<file path="config.mk">
export PLATFORM = sky130hd
export DESIGN_NAME = execute_stage_flat
export DESIGN_NICKNAME = d
export VERILOG_FILES = /design/src/rtl/execute_stage_if.sv /design/src/rtl/execute_stage.sv /design/src/flat_wrapper.sv
export SDC_FILE = /design/constraint.sdc
export NUM_CORES = 1
export LEC_CHECK = 0
export CORE_UTILIZATION = 25
export DETAILED_ROUTE_END_ITERATION = 6
export DONT_BUFFER_PORTS = 1
export GPL_TIMING_DRIVEN = 0
export SLEW_MARGIN = 10
export SYNTH_ARGS = -nofsm -noshare
export SYNTH_HDL_FRONTEND = slang
export SYNTH_SLANG_ARGS = --single-unit
</file>
<file path="constraint.sdc">
create_clock -name clock -period 12.9 [get_ports clock]
set_input_delay 2.58 -clock clock [delete_from_list [all_inputs] [get_ports clock]]
set_output_delay 2.58 -clock clock [all_outputs]
set_load 0.01 [all_outputs]
</file>
<file path="src/rtl/execute_stage_if.sv">
// Bus between the ID/EX register, the EX stage and the EX/MEM boundary.
// The slave modport is the execute stage; the master modport is its environment.
interface execute_stage_if;
  logic [31:0] d1_in;
  logic [31:0] d2_in;
  logic [4:0]  rd_in;
  logic [15:0] muxctrl_in;
  logic [2:0]  memctrl_in;
  logic [3:0]  aluctrl_in;
  logic [31:0] result_out;
  logic [31:0] d2_out;
  logic [4:0]  rd_out;
  logic [15:0] muxctrl_out;
  logic [2:0]  memctrl_out;
  logic        busy_out;
  logic        stall_out;

  modport slave (
    input  d1_in, d2_in, rd_in, muxctrl_in, memctrl_in, aluctrl_in,
    output result_out, d2_out, rd_out, muxctrl_out, memctrl_out, busy_out, stall_out
  );

  modport master (
    output d1_in, d2_in, rd_in, muxctrl_in, memctrl_in, aluctrl_in,
    input  result_out, d2_out, rd_out, muxctrl_out, memctrl_out, busy_out, stall_out
  );
endinterface

</file>
<file path="src/rtl/execute_stage.sv">
// MIPS EX stage: single-cycle ALU, iterative multiply/divide with HI/LO,
// registered EX/MEM outputs and a stall when the mult/div unit is busy.
module execute_stage #(
  parameter int unsigned MD_CYCLES = 32
) (
  input logic           clock,
  input logic           reset,
  execute_stage_if.slave ex
);
  localparam int unsigned CntW = $clog2(MD_CYCLES + 1);

  logic [31:0]   result_q, result_d, d2_q, d2_d;
  logic [4:0]    rd_q, rd_d;
  logic [15:0]   muxctrl_q, muxctrl_d;
  logic [2:0]    memctrl_q, memctrl_d;
  logic          busy_q, busy_d;
  logic [CntW-1:0] cnt_q, cnt_d;
  logic [31:0]   hi_q, hi_d, lo_q, lo_d;
  // Multiply: {partial product, multiplier}. Divide: {remainder, quotient}.
  logic [64:0]   acc_q, acc_d;
  logic [31:0]   b_q, b_d, a_q, a_d;
  logic          is_div_q, is_div_d, neg_lo_q, neg_lo_d, neg_hi_q, neg_hi_d;
  logic          div0_q, div0_d;

  logic          is_md, stall, issue, md_signed, md_div;
  logic [31:0]   alu_res, abs_a, abs_b;
  logic [32:0]   mul_upper, rem_sh;
  logic [33:0]   diff;
  logic          ge;
  logic [64:0]   step;
  logic [63:0]   prod;
  logic [31:0]   fin_hi, fin_lo;

  assign is_md     = (ex.aluctrl_in[3:2] == 2'b11);
  assign stall     = busy_q & (ex.muxctrl_in[1] | ex.muxctrl_in[2] | is_md);
  assign issue     = is_md & ~stall;
  assign md_signed = ~ex.aluctrl_in[0];
  assign md_div    = ex.aluctrl_in[1];
  assign abs_a     = (md_signed && ex.d1_in[31]) ? (32'd0 - ex.d1_in) : ex.d1_in;
  assign abs_b     = (md_signed && ex.d2_in[31]) ? (32'd0 - ex.d2_in) : ex.d2_in;

  always_comb begin
    alu_res = '0;
    case (ex.aluctrl_in)
      4'd0:  alu_res = ex.d1_in + ex.d2_in;
      4'd1:  alu_res = ex.d1_in - ex.d2_in;
      4'd2:  alu_res = ex.d1_in & ex.d2_in;
      4'd3:  alu_res = ex.d1_in | ex.d2_in;
      4'd4:  alu_res = ex.d1_in ^ ex.d2_in;
      4'd5:  alu_res = ~(ex.d1_in | ex.d2_in);
      4'd6:  alu_res = {31'd0, $signed(ex.d1_in) < $signed(ex.d2_in)};
      4'd7:  alu_res = {31'd0, ex.d1_in < ex.d2_in};
      4'd8:  alu_res = ex.d2_in << ex.d1_in[4:0];
      4'd9:  alu_res = ex.d2_in >> ex.d1_in[4:0];
      4'd10: alu_res = $unsigned($signed(ex.d2_in) >>> ex.d1_in[4:0]);
      4'd11: alu_res = {ex.d2_in[15:0], 16'h0000};
      default: alu_res = '0;
    endcase
  end

  // One iteration of shift-add multiply or restoring divide.
  always_comb begin
    mul_upper = acc_q[64:32] + (acc_q[0] ? {1'b0, b_q} : 33'd0);
    rem_sh    = {acc_q[63:32], acc_q[31]};
    diff      = {1'b0, rem_sh} - {2'b00, b_q};
    ge        = ~diff[33];
    if (is_div_q) step = {(ge ? diff[32:0] : rem_sh), acc_q[30:0], ge};
    else          step = {1'b0, mul_upper, acc_q[31:1]};
    prod   = neg_lo_q ? (64'd0 - step[63:0]) : step[63:0];
    fin_hi = prod[63:32];
    fin_lo = prod[31:0];
    if (is_div_q) begin
      if (div0_q) begin
        fin_lo = 32'hFFFF_FFFF;
        fin_hi = a_q;
      end else begin
        fin_lo = neg_lo_q ? (32'd0 - step[31:0])  : step[31:0];
        fin_hi = neg_hi_q ? (32'd0 - step[63:32]) : step[63:32];
      end
    end
  end

  always_comb begin
    result_d  = '0;
    d2_d      = '0;
    rd_d      = '0;
    muxctrl_d = '0;
    memctrl_d = '0;
    busy_d    = busy_q;
    cnt_d     = cnt_q;
    hi_d      = hi_q;
    lo_d      = lo_q;
    acc_d     = acc_q;
    b_d       = b_q;
    a_d       = a_q;
    is_div_d  = is_div_q;
    neg_lo_d  = neg_lo_q;
    neg_hi_d  = neg_hi_q;
    div0_d    = div0_q;

    if (!stall) begin
      d2_d      = ex.d2_in;
      rd_d      = ex.rd_in;
      muxctrl_d = ex.muxctrl_in;
      memctrl_d = ex.memctrl_in;
      if (issue)                 result_d = '0;
      else if (ex.muxctrl_in[1]) result_d = hi_q;
      else if (ex.muxctrl_in[2]) result_d = lo_q;
      else                       result_d = alu_res;
      if (issue) muxctrl_d[3] = 1'b0;
    end

    if (busy_q) begin
      acc_d = step;
      cnt_d = cnt_q - CntW'(1);
      if (cnt_q == CntW'(1)) begin
        busy_d = 1'b0;
        hi_d   = fin_hi;
        lo_d   = fin_lo;
      end
    end else if (issue) begin
      busy_d   = 1'b1;
      cnt_d    = CntW'(MD_CYCLES);
      acc_d    = {33'd0, abs_a};
      b_d      = abs_b;
      a_d      = ex.d1_in;
      is_div_d = md_div;
      neg_lo_d = md_signed & (ex.d1_in[31] ^ ex.d2_in[31]);
      neg_hi_d = md_signed & (md_div ? ex.d1_in[31] : (ex.d1_in[31] ^ ex.d2_in[31]));
      div0_d   = md_div & (ex.d2_in == 32'd0);
    end
  end

  always_ff @(posedge clock) begin
    if (reset) begin
      result_q  <= '0;
      d2_q      <= '0;
      rd_q      <= '0;
      muxctrl_q <= '0;
      memctrl_q <= '0;
      busy_q    <= 1'b0;
      cnt_q     <= '0;
      hi_q      <= '0;
      lo_q      <= '0;
      acc_q     <= '0;
      b_q       <= '0;
      a_q       <= '0;
      is_div_q  <= 1'b0;
      neg_lo_q  <= 1'b0;
      neg_hi_q  <= 1'b0;
      div0_q    <= 1'b0;
    end else begin
      result_q  <= result_d;
      d2_q      <= d2_d;
      rd_q      <= rd_d;
      muxctrl_q <= muxctrl_d;
      memctrl_q <= memctrl_d;
      busy_q    <= busy_d;
      cnt_q     <= cnt_d;
      hi_q      <= hi_d;
      lo_q      <= lo_d;
      acc_q     <= acc_d;
      b_q       <= b_d;
      a_q       <= a_d;
      is_div_q  <= is_div_d;
      neg_lo_q  <= neg_lo_d;
      neg_hi_q  <= neg_hi_d;
      div0_q    <= div0_d;
    end
  end

  assign ex.result_out  = result_q;
  assign ex.d2_out      = d2_q;
  assign ex.rd_out      = rd_q;
  assign ex.muxctrl_out = muxctrl_q;
  assign ex.memctrl_out = memctrl_q;
  assign ex.busy_out    = busy_q;
  assign ex.stall_out   = stall;
endmodule
</file>
<file path="src/flat_wrapper.sv">
// flat-port wrapper written by rule: the top's interface ports become plain ports
module execute_stage_flat 
#(
  parameter int unsigned MD_CYCLES = 32
)
  (clock, reset, ex_d1_in, ex_d2_in, ex_rd_in, ex_muxctrl_in, ex_memctrl_in, ex_aluctrl_in, ex_result_out, ex_d2_out, ex_rd_out, ex_muxctrl_out, ex_memctrl_out, ex_busy_out, ex_stall_out);
  execute_stage_if ex_i ();
  input logic clock;
  input logic reset;
  input wire logic [$bits(ex_i.d1_in)-1:0] ex_d1_in;
  input wire logic [$bits(ex_i.d2_in)-1:0] ex_d2_in;
  input wire logic [$bits(ex_i.rd_in)-1:0] ex_rd_in;
  input wire logic [$bits(ex_i.muxctrl_in)-1:0] ex_muxctrl_in;
  input wire logic [$bits(ex_i.memctrl_in)-1:0] ex_memctrl_in;
  input wire logic [$bits(ex_i.aluctrl_in)-1:0] ex_aluctrl_in;
  output wire logic [$bits(ex_i.result_out)-1:0] ex_result_out;
  output wire logic [$bits(ex_i.d2_out)-1:0] ex_d2_out;
  output wire logic [$bits(ex_i.rd_out)-1:0] ex_rd_out;
  output wire logic [$bits(ex_i.muxctrl_out)-1:0] ex_muxctrl_out;
  output wire logic [$bits(ex_i.memctrl_out)-1:0] ex_memctrl_out;
  output wire logic [$bits(ex_i.busy_out)-1:0] ex_busy_out;
  output wire logic [$bits(ex_i.stall_out)-1:0] ex_stall_out;
  assign ex_i.d1_in = ex_d1_in;
  assign ex_i.d2_in = ex_d2_in;
  assign ex_i.rd_in = ex_rd_in;
  assign ex_i.muxctrl_in = ex_muxctrl_in;
  assign ex_i.memctrl_in = ex_memctrl_in;
  assign ex_i.aluctrl_in = ex_aluctrl_in;
  assign ex_result_out = ex_i.result_out;
  assign ex_d2_out = ex_i.d2_out;
  assign ex_rd_out = ex_i.rd_out;
  assign ex_muxctrl_out = ex_i.muxctrl_out;
  assign ex_memctrl_out = ex_i.memctrl_out;
  assign ex_busy_out = ex_i.busy_out;
  assign ex_stall_out = ex_i.stall_out;
  execute_stage #(.MD_CYCLES(MD_CYCLES)) u_core (.clock(clock), .reset(reset), .ex(ex_i));
endmodule
</file>
==> results_dict.tcl, run 1 <==
set metrics [dict create \
    setup_violations 0 \
    hp-class "reg -> reg" \
    antenna_found_initial 14 \
    crit_type "reg -> reg" \
    timing.slew.headroom 0.1176 \
    ios 184 \
    fin_crit_sh 0.8055 \
    crit_top_cell "buf_2" \
    skew_ns 0.03728 \
    placed_cell_area_um2 29980 \
    fin_nets 4215 \
    grt_usage 0.2907 \
    overflow 0 \
    synthFlopType "dfxtp_1" \
    clock_path_buffers 3 \
    cp.required_ns 13.41 \
    tns_ns 0 \
    placementRows 122 \
    crit_path_end_kind "register" \
    grt_pass1_wl_um 235600 \
    post-dp-hpwl_um 135800 \
    drv_cap 0 \
    crit_path_max_incr_delay_ns 0.97 \
    dp_cells 5400 \
    gp_congestion 1.068 \
    core_area_um2 111100 \
    final_cell_count_no_fill 5472 \
    cts_tree "built" \
    grt_setup_unrepaired "no" \
    status "finished, final reports clean" \
    die_width_um 337.3 \
    worstPathCellList "buf_2 > clkbuf_1 > buf_2 > buf_1 > clkbuf_1 > buf_2 > buf_1 > buf_2 > buf_1 > clkbuf_1 > a21oi_1 > inv_1 > ha_1 > o21a_1 > nand4_1 > nor3_1 > nand4_1 > a2111oi_0 > nor2_1 > a211oi_1" \
    grt_pass1_vias 30663 \
    arrival_ns 10.90 \
    grt_max_degree 15 \
    clk_pin_slew_ns 0.06 \
    cp_max_fo 10 \
    drive_gt1_frac 0.04901 \
    synth_area_um2 28110 \
    vias_per_cell 6.105 \
    ys_seq_area_frac 0.2080 \
    dieArea_um2 113800 \
    vias 33409 \
    cts.repair.resized 0 \
    final.min_clock_period_ns 10.39 \
    drt_iter0_drc 4885 \
    synth_seq_cells 292 \
    numCtsBuffers 37 \
    routed_wl_um 171800 \
    pre_cts_ws_ns 2.972 \
    insertion_delay_ns 0.59 \
    synth_cells 3911 \
    synth-edff-count 0 \
    fmax_mhz 96.23 \
    synth-async-reset-ratio 0 \
    syn_to_final_growth_pct 11.33 \
    p_leak_nw 11.52 \
    ctsHoldBuffers 0 \
    cts.sinks 292 \
    dieHeight_um 337.3 \
    fin_area_um2 31290 \
    powerDensity_nw_per_um2 101.1 \
    final.setup.worst_slack_ns 2.509 \
    hold_viol_final 0 \
    synth.distinct_cells 101 \
    htree_levels 2 \
    yosys_warnings 0 \
    worst_pin_slew_ns 1.313 \
    postRouteAntennaNets 0 \
    crit_slowest_cell "a2111oi_0" \
    syn_area_per_cell_um2 7.186 \
    ir_drop_mv 0.08639 \
    total_power_mw 3.162 \
    start_util 0.2529 \
    wl_per_cell_um 31.40 \
    numPortBuffers 0 \
    setup.worst_path.start_class "register" \
    clock_tree.root_cell "clkbuf_16" \
    drc_errors 0 \
    post_cts_buffers 0 \
    slew_violations 0 \
    dr.pass1.iters 7 \
    syn-num-nets 4175 \
]
## where the power goes
group / switching (mW) / internal, mW
sequential: 0.0524 / 0.943
clock: 0.462 / 0.662
combinational: 0.731 / 0.311
## state kept, by name, summed over array words and instances (netlist names), 3 cells and up
register,flops
u_core.a_q,32
u_core.acc_q,65
u_core.b_q,32
u_core.cnt_q,6
u_core.ex.d2_out,32
u_core.ex.memctrl_out,3
u_core.ex.muxctrl_out,16
u_core.ex.rd_out,5
u_core.ex.result_out,32
u_core.hi_q,32
u_core.lo_q,32
## worst paths after layout
kind	startpoint	end	slack [ns]	cells past startpoint
hold / removal	u_core.a_q[22]	u_core.a_q[22]	0.47	2
hold reg to reg	u_core.a_q[22]	u_core.a_q[22]	0.47	2
setup / recovery	u_core.is_div_q	u_core.hi_q[30]	2.51	20
setup reg to reg	u_core.is_div_q	u_core.hi_q[30]	2.51	20
## worst max-delay path: cells and delay by family (launching register included)
kind | cells | cell delay [ns]
buffers and inverters | 11 | 6.45
flip-flops | 1 | 0.30
adder cells (fa/ha/maj) | 1 | 0.22
AO/OA/AOI/OAI | 4 | 1.75
AND/OR/NAND/NOR | 4 | 1.55
## cells in the final DEF (no fill, tap or decap), drive strengths merged, types with 120 or more instances in the layout
| cell type | count |
|---|---|
| a21oi | 380 |
| a211oi | 120 |
| o21ai | 262 |
| nor2 | 454 |
| inv | 162 |
| xnor2 | 122 |
| dfxtp | 292 |
| nand2 | 358 |
| clkbuf | 282 |
| ha | 166 |
| nor3 | 146 |
## layout make-up
| class | count | area (um^2) |
|---|---|---|
| fill | 12421 | 79840 |
| multi-input combinational | 3162 | 20510 |
| sequential | 292 | 5846 |
| tap | 1488 | 1862 |
| buffer | 294 | 1144 |
| clock buffer | 47 | 1045 |
| inverter | 163 | 611.8 |
| clock inverter | 20 | 254.0 |
| antenna | 5 | 12.51 |
| timing repair buffer | 1 | 7.507 |
## metrics by stage
stage / utilization / hold WS [ns]
floorplan: - / 0.4199
global placement: 0.2697 / 0.4484
detailed placement: 0.2698 / 0.4524
CTS: 0.2815 / 0.4606
global route: 0.2815 / 0.4748
finish: 0.2816 / 0.4670
## logic make-up (layout without fill, tap and decap cells)
kind of cell             count (synthesis)  count (layout)  synth area share
XOR/XNOR                               169             169           0.05266
AO/OA/AOI/OAI                         1296            1296            0.3031
buffers and inverters                  457             525           0.06246
AND/OR/NAND/NOR                       1379            1379            0.2299
flip-flops                             292             292            0.2080
multiplexers                           148             148           0.06713
other                                    0               5                 0
adder cells (fa/ha/maj)                170             170           0.07675
## metal layers
layer | vias up | global-route usage | wire, um
li1 | 14413 | - | -
met1 | 16172 | 0.3573 | 65490
met2 | 2296 | 0.4413 | 72820
met3 | 508 | 0.09332 | 21430
met4 | 20 | 0.1725 | 11920
met5 | - | 0 | 134
## synthesized netlist by cell type (all sizes together), types with 34 or more instances
cell	instances	area (um^2)
a211oi	120	905.9
a21o	49	367.9
a21oi	380	1902
a221oi	39	354.1
a31oi	59	369.1
and2	74	463.0
and3	52	325.3
buf	59	261.5
clkbuf	235	882.1
dfxtp	292	5846
ha	166	2077
inv	159	596.8
mux2i	94	940.9
nand2	358	1346
nand2b	34	212.7
nand3	59	295.3
nand4	36	225.2
nor2	454	1707
nor3	146	735.7
o211ai	41	307.8
o21ai	262	1311
o31ai	42	339.1
or3	48	310.3
xnor2	122	1069
xor2	47	411.6
No activity file was read; power rests on OpenSTA's default activity.
==> run 2, diff against run 1 <==
==> constraint.sdc (replaced) <==
create_clock -name clock -period 9.2 [get_ports clock]
set_input_delay 1.84 -clock clock [delete_from_list [all_inputs] [get_ports clock]]
set_output_delay 1.84 -clock clock [all_outputs]
set_load 0.01 [all_outputs]
==> run 2 against run 1 <==
Net effect:
- combinational power grew 40%
- largest power group unchanged
- utilization is essentially flat
- routed wire length shrank 0.22%
- flip-flop and latch count is the same
- register-to-register slack lost 2.0 ns
- sequential share of layout area is essentially flat
- largest cell class unchanged
- critical path type is now in -> reg
- first-iteration DRC count shrank 1.4%
- critical endpoint is now u_core.ex.result_out[30]
==> results_dict.tcl, run 2 (same netlist as run 1, synthesis figures left out) <==
set metrics [dict create \
    vias 33346 \
    post_cts_buffers 0 \
    r2r_slack_ns 0.51 \
    switchingPower_mw 1.743 \
    cts_tree "built" \
    crit_path_max_incr_delay_ns 0.98 \
    setup_violations 0 \
    htree_levels 2 \
    drv_cap 0 \
    ios 184 \
    postRouteAntennaNets 0 \
    grt_pass1_wl_um 235600 \
    clk_pin_slew_ns 0.06 \
    largest_reg_flops 65 \
    crit_type "in -> reg" \
    start_util 0.2529 \
    fin_area_um2 31300 \
    cts.sinks 292 \
    core_area_um2 111100 \
    placementRows 122 \
    pwr-share-seq 0.315 \
    clock_tree.root_cell "clkbuf_16" \
    p_leak_nw 11.52 \
    numPortBuffers 0 \
    hold_path_end "u_core.a_q[7]" \
    grt_max_degree 20 \
    regMostFlops "u_core.acc_q" \
    drc_errors 0 \
    clock_path_buffers 3 \
    numCtsBuffers 37 \
    skew_ns 0.03892 \
    dr.pass1.iters 7 \
    fin_nets 4213 \
    setup.worst_path.start_class "input pin" \
    gp_congestion 1.068 \
    worstPathCellList "clkbuf_1 > inv_2 > buf_1 > buf_1 > clkbuf_1 > ha_1 > nor2b_1 > o21a_1 > o21ai_0 > a2111o_1 > a2111oi_0 > nor4_1 > o41ai_1 > a221oi_1 > o41a_1 > or4b_2 > nand3_1 > a21oi_1 > nor3_1" \
    insertion_delay_ns 0.59 \
    cp.required_ns 9.67 \
    timing.slew.headroom 0.09130 \
    placed_cell_area_um2 29980 \
    grt_setup_unrepaired "no" \
    final_cell_count_no_fill 5472 \
    cp_max_fo 10 \
    fmax_mhz 110.8 \
    drt_iter0_drc 4818 \
    post-dp-hpwl_um 135800 \
    dieArea_um2 113800 \
    grt_usage 0.2906 \
    final.min_clock_period_ns 9.025 \
    worst_pin_slew_ns 1.353 \
    routed_wl_um 171400 \
    wl_per_cell_um 31.33 \
    status "finished, final reports clean" \
    slew_violations 0 \
    power_frac_comb 0.330 \
    power.internal_mw 2.689 \
    syn_to_final_growth_pct 11.38 \
    vias_per_cell 6.094 \
    fin_crit_sh 0.9810 \
    overflow 0 \
    arrival_ns 9.50 \
    final_core_util 0.2817 \
    hold_depth 2 \
    die_width_um 337.3 \
    layout_commonest_cell "nor2_1" \
    hp-class "reg -> reg" \
    n_fill_cell 12416 \
    reg2reg_depth 19 \
    hold_viol_final 0 \
    dieHeight_um 337.3 \
    crit_path_end_kind "register" \
    antenna_found_initial 14 \
    swShare 0.3933 \
    grt_pass1_vias 30570 \
    hold_start "u_core.a_q[7]" \
    drive_gt1_frac 0.04979 \
    r2r-end "u_core.hi_q[30]" \
    final_cell_mix "453 x nor2_1, 380 x a21oi_1, 357 x nand2_1" \
    clkPwrFrac 0.355 \
    ir_drop_mv 0.1190 \
    dp_cells 5400 \
    rr_startpoint "u_core.is_div_q" \
    powerDensity_nw_per_um2 141.6 \
    crit_slowest_cell "a2111oi_0" \
]
-- run 2: critical path, delay by kind of cell --
family	cells	cell delay [ns]
adders and majority gates	1	0.48
and+or+nand+nor	5	1.33
AOI/OAI and AO/OA	8	3.30
buffers and inverters	5	2.53
-- run 2: worst max-delay path by stage --
stage | startpoint | end | cells after the start
6_report | ex_d1_in[2] | u_core.ex.result_out[30] | 19
3_5_place_dp | u_core.is_div_q | u_core.hi_q[30] | 20
5_1_grt | ex_d1_in[2] | u_core.ex.result_out[30] | 19
4_1_cts | u_core.is_div_q | u_core.hi_q[30] | 20
3_3_place_gp | u_core.is_div_q | u_core.hi_q[30] | 20
2_1_floorplan | ex_d1_in[2] | u_core.ex.result_out[30] | 19
-- run 2: through the flow --
step	setup TNS (ns)	power, mW	hold WS (ns)	setup WS, ns
detailed placement	-1.745	2.805	0.4524	-0.6225
CTS	0	4.369	0.4606	0.06404
global route	0	4.561	0.4748	0.1338
floorplan	0	2.284	0.4199	2.320
finish	0	4.431	0.4654	0.1750
global placement	-2.408	2.811	0.4484	-0.8203
-- run 2: what timing repair did --
item,4_1_cts,5_1_grt
pin swaps,0,0
endpoints found under the setup margin,5,5
resized for setup,3,2
hold buffers,0,0
-- run 2: power by group through the flow --
| stage | clock [mW] | combinational, mW | sequential [mW] |
|---|---|---|---|
| 2_1_floorplan | 0 | 0.896 | 1.39 |
| 3_3_place_gp | 0 | 1.39 | 1.42 |
| 3_5_place_dp | 0 | 1.38 | 1.42 |
| 4_1_cts | 1.59 | 1.39 | 1.39 |
| 5_1_grt | 1.64 | 1.52 | 1.40 |
| 6_report | 1.57 | 1.46 | 1.40 |
-- run 2: final cells by class --
type,instances,area (um^2),area share
diodes,7,17.52,0.0005596
plain buffers,292,1145,0.03657
clock buffers,47,1045,0.03337
clock inverters,20,254.0,0.008114
inverters,163,611.8,0.01955
multi-input cells,3162,20520,0.6554
flip-flops and latches,292,5846,0.1867
well taps,1488,1862,0.05947
repair buffers,1,7.507,0.0002398
-- run 2: routing by layer --
| metal | routed length [um] | vias to the layer above | track usage |
|---|---|---|---|
| met1 | 65500 | 16166 | 0.3580 |
| met5 | 142 | - | 0 |
| met4 | 12040 | 20 | 0.1737 |
| li1 | - | 14408 | - |
| met3 | 21190 | 525 | 0.09264 |
| met2 | 72540 | 2227 | 0.4401 |
